[src/rtl/shift_seq_pkg.sv]
// Shared types and encodings for the multi-bit shift sequencer.
// Lets the ALU top and the sequencer agree on the shift-unit function codes.
package shift_seq_pkg;

   typedef enum logic [1:0] {
      IDLE  = 2'd0,
      ISSUE = 2'd1,
      WAIT  = 2'd2,
      DONE  = 2'd3
   } state_t;

   localparam logic [1:0] SU_SHR_A = 2'b00;
   localparam logic [1:0] SU_SHL_A = 2'b01;

   localparam logic DIR_RIGHT = 1'b0;
   localparam logic DIR_LEFT  = 1'b1;

endpackage

[src/rtl/shift_sequencer.sv]
// Drives the single-bit shift unit once per bit position, feeding each result
// back as the next operand, and returns the final value on a valid/ready port.
module shift_sequencer
   import shift_seq_pkg::*;
#(
   parameter int ALU_WIDTH = 16,
   parameter int AMT_WIDTH = 5
) (
   input  logic                 clk,
   input  logic                 rst,
   input  logic                 req_valid,
   output logic                 req_ready,
   input  logic [ALU_WIDTH-1:0] req_data,
   input  logic                 req_dir,
   input  logic [AMT_WIDTH-1:0] req_amt,
   output logic                 resp_valid,
   input  logic                 resp_ready,
   output logic [ALU_WIDTH-1:0] resp_data,
   output logic                 resp_err,
   output logic                 busy,
   output logic [ALU_WIDTH-1:0] su_a,
   output logic [ALU_WIDTH-1:0] su_b,
   output logic                 su_enable,
   output logic [1:0]           su_fun,
   input  logic [ALU_WIDTH-1:0] su_out,
   input  logic                 su_flag
);

   // Amounts at or beyond the datapath width shift everything out.
   localparam logic [AMT_WIDTH-1:0] AMT_LIMIT = AMT_WIDTH'(ALU_WIDTH);

   state_t               state_reg;
   logic [ALU_WIDTH-1:0] work_reg;
   logic [AMT_WIDTH-1:0] count_reg;
   logic                 dir_reg;
   logic [ALU_WIDTH-1:0] resp_data_reg;
   logic                 resp_err_reg;
   logic [ALU_WIDTH-1:0] su_a_reg;
   logic [1:0]           su_fun_reg;
   logic [AMT_WIDTH-1:0] count_next;

   assign count_next = count_reg - AMT_WIDTH'(1);

   always_ff @(posedge clk) begin
      if (rst) begin
         state_reg     <= IDLE;
         work_reg      <= '0;
         count_reg     <= '0;
         dir_reg       <= DIR_RIGHT;
         resp_data_reg <= '0;
         resp_err_reg  <= 1'b0;
         su_a_reg      <= '0;
         su_fun_reg    <= SU_SHR_A;
      end else begin
         case (state_reg)
            IDLE: begin
               if (req_valid) begin
                  work_reg  <= req_data;
                  dir_reg   <= req_dir;
                  count_reg <= req_amt;
                  if (req_amt == '0) begin
                     resp_data_reg <= req_data;
                     state_reg     <= DONE;
                  end else if (req_amt >= AMT_LIMIT) begin
                     resp_data_reg <= '0;
                     state_reg     <= DONE;
                  end else begin
                     // Operand and function are set up here so they are
                     // already stable when su_enable rises in ISSUE.
                     su_a_reg   <= req_data;
                     su_fun_reg <= (req_dir == DIR_LEFT) ? SU_SHL_A : SU_SHR_A;
                     state_reg  <= ISSUE;
                  end
               end
            end
            ISSUE: begin
               state_reg <= WAIT;
            end
            WAIT: begin
               if (su_flag) begin
                  work_reg  <= su_out;
                  count_reg <= count_next;
                  if (count_next == '0) begin
                     resp_data_reg <= su_out;
                     state_reg     <= DONE;
                  end else begin
                     su_a_reg   <= su_out;
                     su_fun_reg <= (dir_reg == DIR_LEFT) ? SU_SHL_A : SU_SHR_A;
                     state_reg  <= ISSUE;
                  end
               end else begin
                  // Unit never flagged a result: abort with the last good value.
                  resp_err_reg  <= 1'b1;
                  resp_data_reg <= work_reg;
                  state_reg     <= DONE;
               end
            end
            DONE: begin
               if (resp_ready) begin
                  resp_err_reg <= 1'b0;
                  state_reg    <= IDLE;
               end
            end
            default: begin
               state_reg <= IDLE;
            end
         endcase
      end
   end

   assign req_ready  = (state_reg == IDLE);
   assign busy       = (state_reg != IDLE);
   assign resp_valid = (state_reg == DONE);
   assign su_enable  = (state_reg == ISSUE);
   assign resp_data  = resp_data_reg;
   assign resp_err   = resp_err_reg;
   assign su_a       = su_a_reg;
   assign su_b       = '0;
   assign su_fun     = su_fun_reg;

endmodule

[config.mk]
export PLATFORM = sky130hd
export DESIGN_NAME = shift_sequencer
export DESIGN_NICKNAME = d
export VERILOG_FILES = /design/src/rtl/shift_seq_pkg.sv /design/src/rtl/shift_sequencer.sv
export SDC_FILE = /design/constraint.sdc
export NUM_CORES = 1
export LEC_CHECK = 0
export ABC_AREA = 1
export CORE_MARGIN = 2
export CORE_UTILIZATION = 45
export CTS_BUF_LIST = sky130_fd_sc_hd__clkbuf_16
export CTS_CLUSTER_DIAMETER = 150
export DETAILED_ROUTE_END_ITERATION = 6
export GPL_TIMING_DRIVEN = 0
export PLACE_DENSITY_LB_ADDON = 0.25
export SETUP_SLACK_MARGIN = 0.2
export SLEW_MARGIN = 10
export SYNTH_ARGS = -nofsm -noshare
export SYNTH_HDL_FRONTEND = slang
export SYNTH_SLANG_ARGS = --single-unit
[constraint.sdc]
create_clock -name clk -period 2.8 [get_ports clk]
set_input_delay 0.28 -clock clk [delete_from_list [all_inputs] [get_ports clk]]
set_output_delay 0.28 -clock clk [all_outputs]
set_load 0.05 [all_outputs]
Yosys cells after proc, flatten, opt, wreduce, memory -nomap -nowiden
Cells that the tools add are included.
- register bits after elaboration: 59
- output and inout bits: 55
- bits of input ports: 43
- word-level logic and storage cells: 70
- mux-type cells: 36
- reduce and logical (&&, ||, !) cells: 12
- equality and inequality tests: 12
- $add $sub $neg: 1
- order comparisons: 1
- operator list (kind ; number):
    $mux 16 ; 12
    $pmux 16 s2 ; 3
    $mux 2 ; 11
    $ne 2x2->1 const B ; 6
    $logic_not 5->1 ; 2
    $mux 5 ; 2
    $pmux 5 s2 ; 1
    $pmux 2 s4 ; 1
    $reduce_and 3->1 ; 2
    $reduce_and 6->1 ; 1
    $reduce_bool 2->1 ; 3
    $ge 5x5->1 const B ; 1
    $sub 5x1->5 const B ; 1
    $eq 2x2->1 const B ; 2
    $mux 1 ; 4
    $pmux 2 s2 ; 1
    $reduce_and 2->1 ; 2
    $reduce_and 4->1 ; 1
    $ne 3x1->1 const B ; 1
    $ne 3x3->1 const B ; 1
    $eq 2x1->1 const B ; 1
    $logic_not 2->1 ; 1
    $ne 2x1->1 const B ; 1
    $pmux 1 s2 ; 1

Depth between registers and ports, before layout
- depth after elaboration: 5
- mapped depth: 12
- mapped depth without buffers: 11

Worst setup path before layout
No wires, ideal clock.
- path type: register -> register
- from: register state_reg[1]
- to: register su_a_reg[13], in the netlist su_a[13]
- cell stages (with the launch flop): 10
- setup slack: 942 ps
- data arrival time: 1741 ps
- data required time: 2683 ps
- path buffers: 1
- library setup time: 117 ps
- clock period less this slack: 1858 ps
- cells stage by stage: dfxtp_1 -> nor2_4 -> inv_2 -> nor2_4 -> nor2_4 -> a21oi_4 -> buf_6 -> nand3_1 -> nand2_1 -> nor2_1
- word-level cells in the longest chain between the ends: 3
- elaborated cells between the ends (all ways): 10
- classes of those cells: eq/ne: 6; mux: 1; reduce/logical: 3
- RTL lines (element ; RTL line ; source):
    from (decl) ; shift_sequencer.sv:32 ; state_t state_reg;
    from (signal assigned) ; shift_sequencer.sv:46 ; state_reg <= IDLE;
    from (signal assigned) ; shift_sequencer.sv:63 ; state_reg <= DONE;
    from (signal assigned) ; shift_sequencer.sv:66 ; state_reg <= DONE;
    $logic_not 2->1 * ; - ;
    net req_ready ; shift_sequencer.sv:12 ; output logic req_ready,
    $ne 2x2->1 (no line) or $reduce_bool 2->1 (tied branches) ; - ;
    $reduce_and 6->1 (no line) ; - ;
    to (signal assigned) ; shift_sequencer.sv:70 ; su_a_reg <= req_data;
    to (signal assigned) ; shift_sequencer.sv:87 ; su_a_reg <= su_out;
    to (decl) ; shift_sequencer.sv:38 ; logic [ALU_WIDTH-1:0] su_a_reg;
Mark *: on every way through the listed nets, which the timed path passes. The rest lies on a longest branch.
A chain may end at the register's enable or synchronous reset.

Worst setup path after layout
- from: register state_reg[1]
- to: output resp_valid
- word-level cells in the longest chain between the ends: 1
- RTL lines (element ; RTL line ; source):
    $eq 2x2->1 ; shift_sequencer.sv:113 ; assign resp_valid = (state_reg == DONE);
    to (decl) ; shift_sequencer.sv:16 ; output logic resp_valid,
No other way between the ends.

==> metrics <==
crit end category=primary output; synthesized instance count=492; via count=3514; port bufs=80; fmax=472 MHz; Clock Tree Root=clkbuf_16; Max Slew Vio Count=0; # H-tree levels=3; Gate power share=about 36%; final worst path period share=approximately 76%; first-pass GRT wire length=14.5 mm; switching part of the total=36.0%; vias in the first global route=roughly 3200; sequential share of the synthesized area=36.5%; synthesized area=3180 um^2; Clock transition at path regs=0.05 ns; unrepaired setup endpoints after global routing=no; actual slew at the worst max-slew pin=0.502 ns; setup bufs post-CTS=0; critical path arrival=roughly 1.8 ns; DR WL met3=623 um; routed length per instance=12.8 um; Final ANT Viol Nets=0; Layout Nets=644; Area Overhead vs Synth=42.1%; setup TNS=0 ns; cell internal pwr=approximately 2400 uW; VDD IR max=around 0.37 mV; Clock Tree Buf Depth=2; Flop pwr share=28.4%; endpoints failing setup=0; Die Y=between 80 and 90 um; # fillers=615; CP Class=flip-flop to primary output; relative slew slack=between 60% and 70%; Finished Layout Cells=700; Fin. Hold Viols=0; Via density=5.02; global placement routability congestion=roughly 0.87; Clock Sinks=between 50 and 60; top sig layer=met4; Die ar.=7760 um^2; hold crit path type=flip-flop to flip-flop; drt total wl=8.96 mm; final setup skew=0.00577 ns; worst skew pair latency=0.33 ns; # IOs=just under 100; P_leak=around 0.0021 uW; Placed Cells incl. Taps=684; Max Fanout on Critical Path=5; share of cells above drive strength 1=10.3%; Final min period=between 2 and 2.5 ns; Fin Hold WS=0.478 ns; CTS hold repair buffers=0; max-cap violations=0; Worst Setup Start Kind=flip-flop; TritonCTS clock tree=done; Avg Cell Area, Syn=~6.5 um^2; Core ar.=6830 um^2; Initial Utilization=46.6%; Clk network pwr share=35.9%; initial antenna violation count=0; Power per Cell Area=820 nW/um^2; die width=88.1 um; Num CTS Buffers=9; met1 WL=3.99 mm; diode count=0; Residual DRC=0; post-cts sizing count=0; routed wl met2=4.12 mm; Global Route Usage Sum=24.2%; YS warnings=0; site row count=30; drt first pass iters=5; GR Overflow Total=0; status=complete, no violations; Switch Pwr=about 1300 uW; #FFs+latches synth=slightly below 60; Post-DP HPWL=between 6 and 7 mm; largest net degree at the start of global routing=11; Req. time, crit path=~2.5 ns; post-synth cell types=28; Initial DRC Count=220
-- layout by cell type, fill, tap and decap left out, types with 17 or more instances in the layout --
cell type	netlist	layout
inv_1	52	53
o21ai_0	44	44
a21oi_1	53	53
dfxtp_1	58	58
nor2_1	73	73
buf_4	17	17
nand3_1	39	39
conb_1	1	17
nand2_1	90	90
clkdlybuf4s50_1	0	80
-- cells by family after synthesis --
kind of cell               after synthesis  synth area share (%)
AOI/OAI and AO/OA                      116                  18.9
other                                    1                 0.118
buffers and inverters                  103                  15.4
and+or+nand+nor                        212                  28.3
adders and majority gates                2                 0.786
DFF                                     58                  36.5
-- power by group through the flow --
stage | registers, uW | logic (uW) | clock network, uW
after global routing | 1070 | 1430 | 1380
after CTS | 1050 | 1320 | 1330
final | 1050 | 1320 | 1330
after floorplan | 1340 | 639 | 0
after global placement | 1060 | 1290 | 0
after detailed placement | 1070 | 1310 | 0
-- cells in the mapped netlist --
| cell | n | share of area, % |
|---|---|---|
| nand2_4 | 1 | 0.35 |
| a211oi_1 | 1 | 0.24 |
| nand2_2 | 1 | 0.20 |
| nand3_1 | 39 | 6.1 |
| dfxtp_1 | 58 | 36 |
| nor2_1 | 73 | 8.6 |
| ha_1 | 2 | 0.79 |
| clkinv_2 | 1 | 0.16 |
| a21oi_1 | 53 | 8.3 |
| nand2_1 | 90 | 11 |
| a31oi_1 | 3 | 0.59 |
| clkbuf_1 | 10 | 1.2 |
| nor2_4 | 4 | 1.4 |
| clkinv_1 | 1 | 0.12 |
| o211ai_1 | 1 | 0.24 |
| o21ai_0 | 44 | 6.9 |
| inv_2 | 4 | 0.47 |
| conb_1 | 1 | 0.12 |
| buf_6 | 3 | 1.1 |
| nand4_1 | 2 | 0.39 |
| nand4_2 | 1 | 0.39 |
| buf_1 | 1 | 0.12 |
| a21oi_4 | 1 | 0.51 |
| buf_4 | 17 | 4.0 |
| buf_2 | 14 | 2.2 |
| o21ai_1 | 13 | 2.0 |
| inv_1 | 52 | 6.1 |
| nor2_2 | 1 | 0.20 |
-- layer usage --
layer	global-route usage, %	vias to the layer above
met1	31.5	1583
met4	9.78	0
met3	5.37	26
met2	39.0	146
li1	-	1759
met5	0	-
-- final cells by class --
cell class	count	area (um^2)	share of cell area (%)
Multi-Input combinational cell	347	1590	35.2
Clock buffer	9	225	4.98
Clock inverter	7	133	2.93
Inverter	58	219	4.84
Buffer	45	273	6.03
Tap cell	96	120	2.66
Timing Repair Buffer	80	801	17.7
Sequential cell	58	1160	25.7
-- per-stage QoR --
stage | instance area (um^2) | utilization, % | worst slack (ns) | total power, uW
2_1_floorplan | 3240 | - | 0.942 | 1980
3_3_place_gp | 4160 | 61.0 | 0.708 | 2350
3_5_place_dp | 4160 | 61.0 | 0.699 | 2380
4_1_cts | 4520 | 66.2 | 0.688 | 3700
5_1_grt | 4520 | 66.2 | 0.591 | 3880
6_report | 4520 | 66.2 | 0.683 | 3710
-- worst paths after layout --
path                 from         end  slack (ns)  depth (start not counted)
min             su_fun[0]   su_fun[0]        0.48                          2
max          state_reg[1]  resp_valid        0.68                          3
max reg2reg  count_reg[0]     su_a[4]        0.88                         10
min reg2reg     su_fun[0]   su_fun[0]        0.48                          2
-- critical path, cell delays in order (launching register included) --
cell	delay, ns
dfxtp_1	0.47
nand2_1	0.11
inv_1	0.11
clkdlybuf4s50_1	0.81
Power figures use the tool's default switching activity.
